**src/rtl/fpu_issue_ctrl.sv**
```systemverilog
// fpu_issue_ctrl: core-side FPU port initiator that issues one decoded FP instruction at a time,
// returns its result and flags, and owns the architectural frm and sticky fflags state.
//
// Ports:
//   clk, n_rst                  clock (rising edge), asynchronous active-low reset
//   req_*                       decoded instruction from the pipeline (valid/ready handshake)
//   resp_*                      result, per-op flags, illegal-rm and timeout status (valid/ready)
//   fcsr_frm_wr/_wdata          write of frm
//   fcsr_fflags_clr             clear of sticky fflags
//   fcsr_frm, fcsr_fflags       architectural rounding mode and sticky flags
//   f_rs1/f_rs2/f_rd, frm_in,
//   f_funct_7, f_LW, f_SW,
//   dload_ext                   FPU command, non-zero only while waiting on the FPU
//   FPU_all_out, f_flags,
//   f_ready, f_frm_out          FPU response (f_frm_out unused)
//
// Optional feature: define FPU_TIMEOUT_EN to abort a WAIT after TIMEOUT_CYCLES cycles.
module fpu_issue_ctrl #(
   parameter int TIMEOUT_CYCLES = 64
) (
   input  logic        clk,
   input  logic        n_rst,
   input  logic        req_valid,
   output logic        req_ready,
   input  logic [7:0]  req_funct_7,
   input  logic [4:0]  req_rs1,
   input  logic [4:0]  req_rs2,
   input  logic [4:0]  req_rd,
   input  logic [2:0]  req_rm,
   input  logic        req_is_load,
   input  logic        req_is_store,
   input  logic [31:0] req_load_data,
   output logic        resp_valid,
   input  logic        resp_ready,
   output logic [31:0] resp_data,
   output logic [4:0]  resp_flags,
   output logic        resp_illegal,
   output logic        resp_timeout,
   input  logic        fcsr_frm_wr,
   input  logic [2:0]  fcsr_frm_wdata,
   input  logic        fcsr_fflags_clr,
   output logic [2:0]  fcsr_frm,
   output logic [4:0]  fcsr_fflags,
   output logic [4:0]  f_rs1,
   output logic [4:0]  f_rs2,
   output logic [4:0]  f_rd,
   output logic [2:0]  frm_in,
   output logic [7:0]  f_funct_7,
   output logic        f_LW,
   output logic        f_SW,
   output logic [31:0] dload_ext,
   input  logic [31:0] FPU_all_out,
   input  logic [4:0]  f_flags,
   input  logic        f_ready,
   input  logic [2:0]  f_frm_out
);
   typedef enum logic [1:0] {IDLE, WAIT, RESP} state_t;
   state_t state, state_nxt;
   logic [7:0]  c_funct_7;
   logic [4:0]  c_rs1, c_rs2, c_rd;
   logic [2:0]  c_rm;
   logic        c_ld, c_st;
   logic [31:0] c_data;
   logic [2:0]  eff_rm;
   logic        rm_bad, wait_st, accept, arith_cap, tmo;
   logic        unused;
   assign unused = ^{f_frm_out, TIMEOUT_CYCLES[0]};
   // Dynamic rm resolves against the registered frm, so a same-cycle frm write is not seen.
   assign eff_rm    = (req_rm == 3'b111) ? fcsr_frm : req_rm;
   assign rm_bad    = eff_rm >= 3'b101;
   assign wait_st   = state == WAIT;
   assign accept    = (state == IDLE) && req_valid;
   assign arith_cap = wait_st && f_ready && !c_ld && !c_st;
`ifdef FPU_TIMEOUT_EN
   localparam int CW = $clog2(TIMEOUT_CYCLES + 1);
   logic [CW-1:0] cnt;
   // Held at zero outside WAIT, so it is already clear on WAIT entry.
   always_ff @(posedge clk or negedge n_rst)
      if (!n_rst) cnt <= '0;
      else if (!wait_st) cnt <= '0;
      else if (!f_ready) cnt <= cnt + 1'b1;
   // Fires in the cycle the count would reach the limit; f_ready in that cycle takes priority.
   assign tmo = wait_st && !f_ready && (cnt == CW'(TIMEOUT_CYCLES - 1));
`else
   assign tmo = 1'b0;
`endif
   always_ff @(posedge clk or negedge n_rst)
      if (!n_rst) state <= IDLE;
      else state <= state_nxt;
   always_comb begin
      state_nxt = state;
      unique case (state)
         IDLE:    state_nxt = req_valid ? (rm_bad ? RESP : WAIT) : IDLE;
         WAIT:    state_nxt = (f_ready || tmo) ? RESP : WAIT;
         RESP:    state_nxt = resp_ready ? IDLE : RESP;
         default: state_nxt = IDLE;
      endcase
   end
   always_ff @(posedge clk or negedge n_rst)
      if (!n_rst) begin
         c_funct_7    <= '0;
         c_rs1        <= '0;
         c_rs2        <= '0;
         c_rd         <= '0;
         c_rm         <= '0;
         c_ld         <= 1'b0;
         c_st         <= 1'b0;
         c_data       <= '0;
         resp_data    <= '0;
         resp_flags   <= '0;
         resp_illegal <= 1'b0;
         resp_timeout <= 1'b0;
         fcsr_frm     <= '0;
         fcsr_fflags  <= '0;
      end else begin
         if (accept) begin
            c_funct_7    <= req_funct_7;
            c_rs1        <= req_rs1;
            c_rs2        <= req_rs2;
            c_rd         <= req_rd;
            c_rm         <= eff_rm;
            c_ld         <= req_is_load;
            c_st         <= req_is_store;
            c_data       <= req_load_data;
            resp_data    <= '0;
            resp_flags   <= '0;
            resp_illegal <= rm_bad;
            resp_timeout <= 1'b0;
         end
         if (wait_st && f_ready) begin
            resp_data  <= FPU_all_out;
            resp_flags <= (c_ld || c_st) ? 5'b0 : f_flags;
         end else if (tmo) resp_timeout <= 1'b1;
         if (fcsr_frm_wr) fcsr_frm <= fcsr_frm_wdata;
         fcsr_fflags <= (fcsr_fflags_clr ? 5'b0 : fcsr_fflags) | (arith_cap ? f_flags : 5'b0);
      end
   assign req_ready  = state == IDLE;
   assign resp_valid = state == RESP;
   assign f_funct_7  = wait_st ? c_funct_7 : 8'h00;
   assign f_rs1      = wait_st ? c_rs1 : 5'b0;
   assign f_rs2      = wait_st ? c_rs2 : 5'b0;
   assign f_rd       = wait_st ? c_rd : 5'b0;
   assign frm_in     = wait_st ? c_rm : 3'b0;
   assign f_LW       = wait_st && c_ld;
   assign f_SW       = wait_st && c_st;
   assign dload_ext  = wait_st ? c_data : 32'h0;
endmodule

```
**config.mk**
```make
export PLATFORM = sky130hd
export DESIGN_NAME = fpu_issue_ctrl
export DESIGN_NICKNAME = d
export VERILOG_FILES = /design/src/rtl/fpu_issue_ctrl.sv
export SDC_FILE = /design/constraint.sdc
export NUM_CORES = 1
export LEC_CHECK = 0
export ABC_AREA = 1
export BUFFER_PORTS_ARGS = -buffer_cell sky130_fd_sc_hd__buf_4
export CAP_MARGIN = 10
export CORE_MARGIN = 2
export CORE_UTILIZATION = 42
export DETAILED_ROUTE_END_ITERATION = 6
export GPL_ROUTABILITY_DRIVEN = 0
export HOLD_SLACK_MARGIN = 0.1
export PLACE_DENSITY = 0.77
export SYNTH_ARGS = -nofsm -noshare
export SYNTH_HDL_FRONTEND = slang
export SYNTH_SLANG_ARGS = --single-unit
```
**constraint.sdc**
```tcl
create_clock -name clk -period 1.2 [get_ports clk]
set_input_delay 0 -clock clk [delete_from_list [all_inputs] [get_ports clk]]
set_output_delay 0 -clock clk [all_outputs]
set_load 0.05 [all_outputs]
```
==> impl_metrics.toml, run 1 <==
[logic_synthesis]
netlist-cell-type-count = 19
yosysTopAreaCell = "dfrtp_1"
ys_seq_area_frac = 0.594
netlist_top_cells_area = "dfrtp_1 (59%), nand2_1 (12%), inv_1 (5.9%), nor2_1 (5.1%), nand3_1 (5.1%)"
yosysTopAreaCellShare = 0.594
avgSynthCellArea_um2 = 8.49
syn_nets = 646
ys_ff_latch = 108
synth_area_mm2 = 0.00455
synth_warnings = 0
synth_cells = 536

[floorplanning]
die_h_um = 108
initial_core_util = 0.426
fp.dieW_um = 108
io_pins = 219
placementRows = 38

[clocking]
cts_buffers = 9
cts_max_level = 3
clock_sinks = 108
clock-root-buffer = "clkbuf_8"
clockBufferDepth = 2

[global_routing]
antenna_found_initial = 2
grt.total_usage = 0.744
gr-total-overflow = 34
grt_start_max_net_pins = 45

[timing]
worstEndpointGrtRepair = "resp_data[2]$_DFFE_PN0P_/D"
worstEndpointType = "register input"

[placed_design]
io_buffer_count = 214
dp_slack_ps = -156
place_hpwl_mm = 9.30
placedCellCount = 887

[outcome]
status = "aborted with a tool error"
firstError = "[ERROR GRT-0232] Routing congestion too high. Check the congestion heatmap in the GUI."
stop_stage = "global routing (5_1_grt)"
==> per-stage QoR <==
step / hold WS [ps] / util / cell area [µm²]
4_1_cts: 341 / 0.939 / 10000
3_5_place_dp: -65.9 / 0.650 / 6950
3_3_place_gp: -67.2 / 0.650 / 6950
2_1_floorplan: -296 / - / 5050
==> layer usage <==
layer	overflow	GRT usage
met5	0	0.143
met4	16	0.783
met3	0	0.568
met2	18	0.928
met1	0	0.734
==> cell families after synthesis <==
| kind of cell | share of synthesized area |
|---|---|
| AOI/OAI and AO/OA | 0.0764 |
| muxes | 0.00247 |
| buffers and inverters | 0.103 |
| DFF | 0.594 |
| other | 0.000824 |
| and+or+nand+nor | 0.223 |
==> synthesized netlist by cell type <==
master and n:
clkbuf_1 11, buf_4 5, nor2_2 2, inv_2 2, dfrtp_1 108, o21ai_0 31
nand2_2 2, nor2_1 62, conb_1 1, mux2_2 1, buf_2 6, clkbuf_2 1
o21ai_1 37, buf_6 7, nand2_1 141, buf_1 1, nand3_1 46, inv_1 71
o31ai_1 1
==> timing repair <==
item	4_1_cts
buffers inserted	35
hold buffers	109
gates cloned	28
setup endpoints to repair	166
pin swaps	25
endpoints found under the hold margin	216
gates resized for setup	229
==> inputs of run 2 (changes only) <==
- CORE_UTILIZATION: 42 -> 40
- HOLD_SLACK_MARGIN: 0.1 -> not set
- PLACE_DENSITY: 0.77 -> not set
- PLACE_DENSITY_LB_ADDON: not set -> 0.15
- clock period: 1.2 -> 1.56 ns (I/O delays scaled with it)
==> run 2 against run 1 <==
Net effect: the run now ends clean; synthesized area is the same; synthesized cell count stayed put.
==> impl_metrics.toml, run 2 <==
[timing]
setup_viol = 0
period_needed_ps = 1500
max_freq_mhz = 665
clock-skew-final_ps = 7.89
finalCritPeriodShare = 0.965
slew_violations = 0
hold_violations = 0

[floorplanning]
io_pins = 219
core_mm2 = 0.0110
initial_core_util = 0.415
placementRows = 38
die_h_um = 111
fp.dieW_um = 111
die_area_mm2 = 0.0123

[logic_synthesis]
synth_area_mm2 = 0.00455
netlist-cell-type-count = 19
ys_ff_latch = 108
ys_seq_area_frac = 0.594
synth_edf_count = 0
yosysTopAreaCellShare = 0.594
yosysTopAreaCell = "dfrtp_1"
syn_nets = 646
netlist_top_cells_area = "dfrtp_1 (59%), nand2_1 (12%), inv_1 (5.9%), nor2_1 (5.1%), nand3_1 (5.1%)"
synth_warnings = 0
synth_common_cells = "nand2_1 (141), dfrtp_1 (108), inv_1 (71)"
synth_ff_type = "dfrtp_1"
yosysMostFrequentCell = "nand2_1"
async_flop_share = 1.00
avgSynthCellArea_um2 = 8.49
synth_cells = 536

[global_routing]
antenna_found_initial = 0
grt_pass1_vias = 4708
gr-total-overflow = 0
met1_usage = 0.266
grt.total_usage = 0.224
grt_start_max_net_pins = 63
top_usage_layer = "met2"
grt_pass1_wl_mm = 22.3
use_met3 = 0.0596
use_met2 = 0.385

[cells_and_area]
layout.nets = 960
top_regs = "c_data: 32 flops, resp_data: 32 flops, c_funct_7: 8 flops"
mostFrequentLayoutCell = "buf_4"
multi_input_area_mm2 = 0.00142
drive_gt1_frac = 0.304
stdcell_count = 995
seqCellArea_mm2 = 0.00270
final_util = 0.713
fillers = 826
antenna_cells = 0
area_delta_synth_final_pct = 72.1
final_cell_mix = "buf_4 (192), nand2_1 (141), dlygate4sd3_1 (108)"

[critical_path]
arrival_ps = 1500
cp.required_ps = 1560
critical_path_class = "reg2out"
crit_path_max_incr_delay_ps = 390
cp_max_fo = 30
crit_chain = "inv_2, nand2_4, clkbuf_16, nor2_1, buf_6"
worstSetupEndpointType = "output pin"
crit_path_start_kind = "flop"
slowest_stage = "dfrtp_1"
crit_family = "buffers and inverters"
crit_buf_inv = 3

[routing]
wl_mm = 14.2
drt_iter0_markers = 376
num_vias = 4648
ant_nets = 0
drt-pass1-iter-count = 4
drc = 0
wl_per_cell_um = 14.3
vias_per_cell = 4.67

[placed_design]
io_buffer_count = 214
place_hpwl_mm = 8.15
placedCellCount = 868

[power]
switching_share = 0.482
p_switching_w = 0.00733
irDropWorstVdd_v = 0.00138
p_int_w = 0.00787
p_leak_nw = 4.12
pwr-share-comb = 0.560
clock_power_share = 0.142
p_seq_frac = 0.298
power.density_mw_per_mm2 = 1940

[clocking]
clock_sinks = 108
clock-root-buffer = "clkbuf_16"
clockBufferDepth = 2
cts_buffers = 9
clock_latency_ps = 350
cts.clk_slew.worst_paths_ps = 70
cts_max_level = 3
cts_tree = "built"

[job]
drv_cap = 0

[worst_hold_path]
hp-class = "in2async"

[outcome]
status = "completed"
==> run 2: cell counts after synthesis <==
Identical to the previous run, type by type.
==> run 2: final timing paths <==
check                           cells past startpoint  slack, ps                        to                startpoint
worst min register to register                      2        500  resp_illegal$_DFFE_PN0P_  resp_illegal$_DFFE_PN0P_
max in group asynchronous                           3        970        state[0]$_DFF_PN0_                     n_rst
min in group clk                                    5        170  resp_illegal$_DFFE_PN0P_                 req_valid
worst max-delay path                                5         60                  f_rs1[0]        state[1]$_DFF_PN0_
worst max register to register                      7        170  c_funct_7[6]$_DFFE_PN0P_        state[1]$_DFF_PN0_
worst min-delay path                                2         50       c_rd[2]$_DFFE_PN0P_                     n_rst
==> run 2: repair_timing <==
action,in CTS,in global routing
setup endpoints to repair,60,75
gates cloned,0,2
setup buffers,0,1
resized for setup,13,34
hold buffers,108,0
hold endpoints to repair,215,0
==> run 2: power by group through the flow <==
stage	registers [W]	logic [W]	clock network [W]
2_1_floorplan	0.00609	0.00389	0
3_3_place_gp	0.00452	0.00766	0
3_5_place_dp	0.00457	0.00775	0
4_1_cts	0.00453	0.00809	0.00223
5_1_grt	0.00466	0.00905	0.00232
6_report	0.00453	0.00851	0.00216
==> run 2: cell type report <==
cell class | count | share of cell area
Sequential cell | 108 | 0.345
Clock inverter | 1 | 0.000639
Clock buffer | 15 | 0.0355
Tap cell | 140 | 0.0224
Timing Repair Buffer | 334 | 0.380
Multi-Input combinational cell | 324 | 0.181
Inverter | 73 | 0.0353
==> run 2: cell families after synthesis <==
| family | after synthesis | share of synthesized area |
|---|---|---|
| compound gates | 69 | 0.0764 |
| flops | 108 | 0.594 |
| buf+inv | 104 | 0.103 |
| mux | 1 | 0.00247 |
| other cells | 1 | 0.000824 |
| simple gates | 253 | 0.223 |
==> run 2: through the flow <==
step           setup WS [ps]  hold slack, ps  power [W]  TNS (ps)  cell area (µm²)
5_1_grt                -19.2            69.0     0.0160     -60.6             7840
4_1_cts                -1.46            45.9     0.0148     -2.25             7670
3_3_place_gp             114            -114     0.0122         0             6260
6_report                55.2            53.2     0.0152         0             7840
3_5_place_dp            96.5            -117     0.0123         0             6260
2_1_floorplan           92.3            -296    0.00998         0             4560
==> run 2: metal layers <==
metal  part of all wire  up-vias
met5                  0        -
met4              0.027        0
met3              0.062       31
met2               0.52      177
met1               0.40     2175
li1                   -     2265
==> run 2: worst reg2reg max path: stages, from the launching register on <==
cell,delay (ps)
dfrtp_1,390
buf_4,150
nor2_4,100
nand2_2,70
inv_2,100
buf_12,230
nand2_1,160
o21ai_1,110
Power figures use the tool's default switching activity.
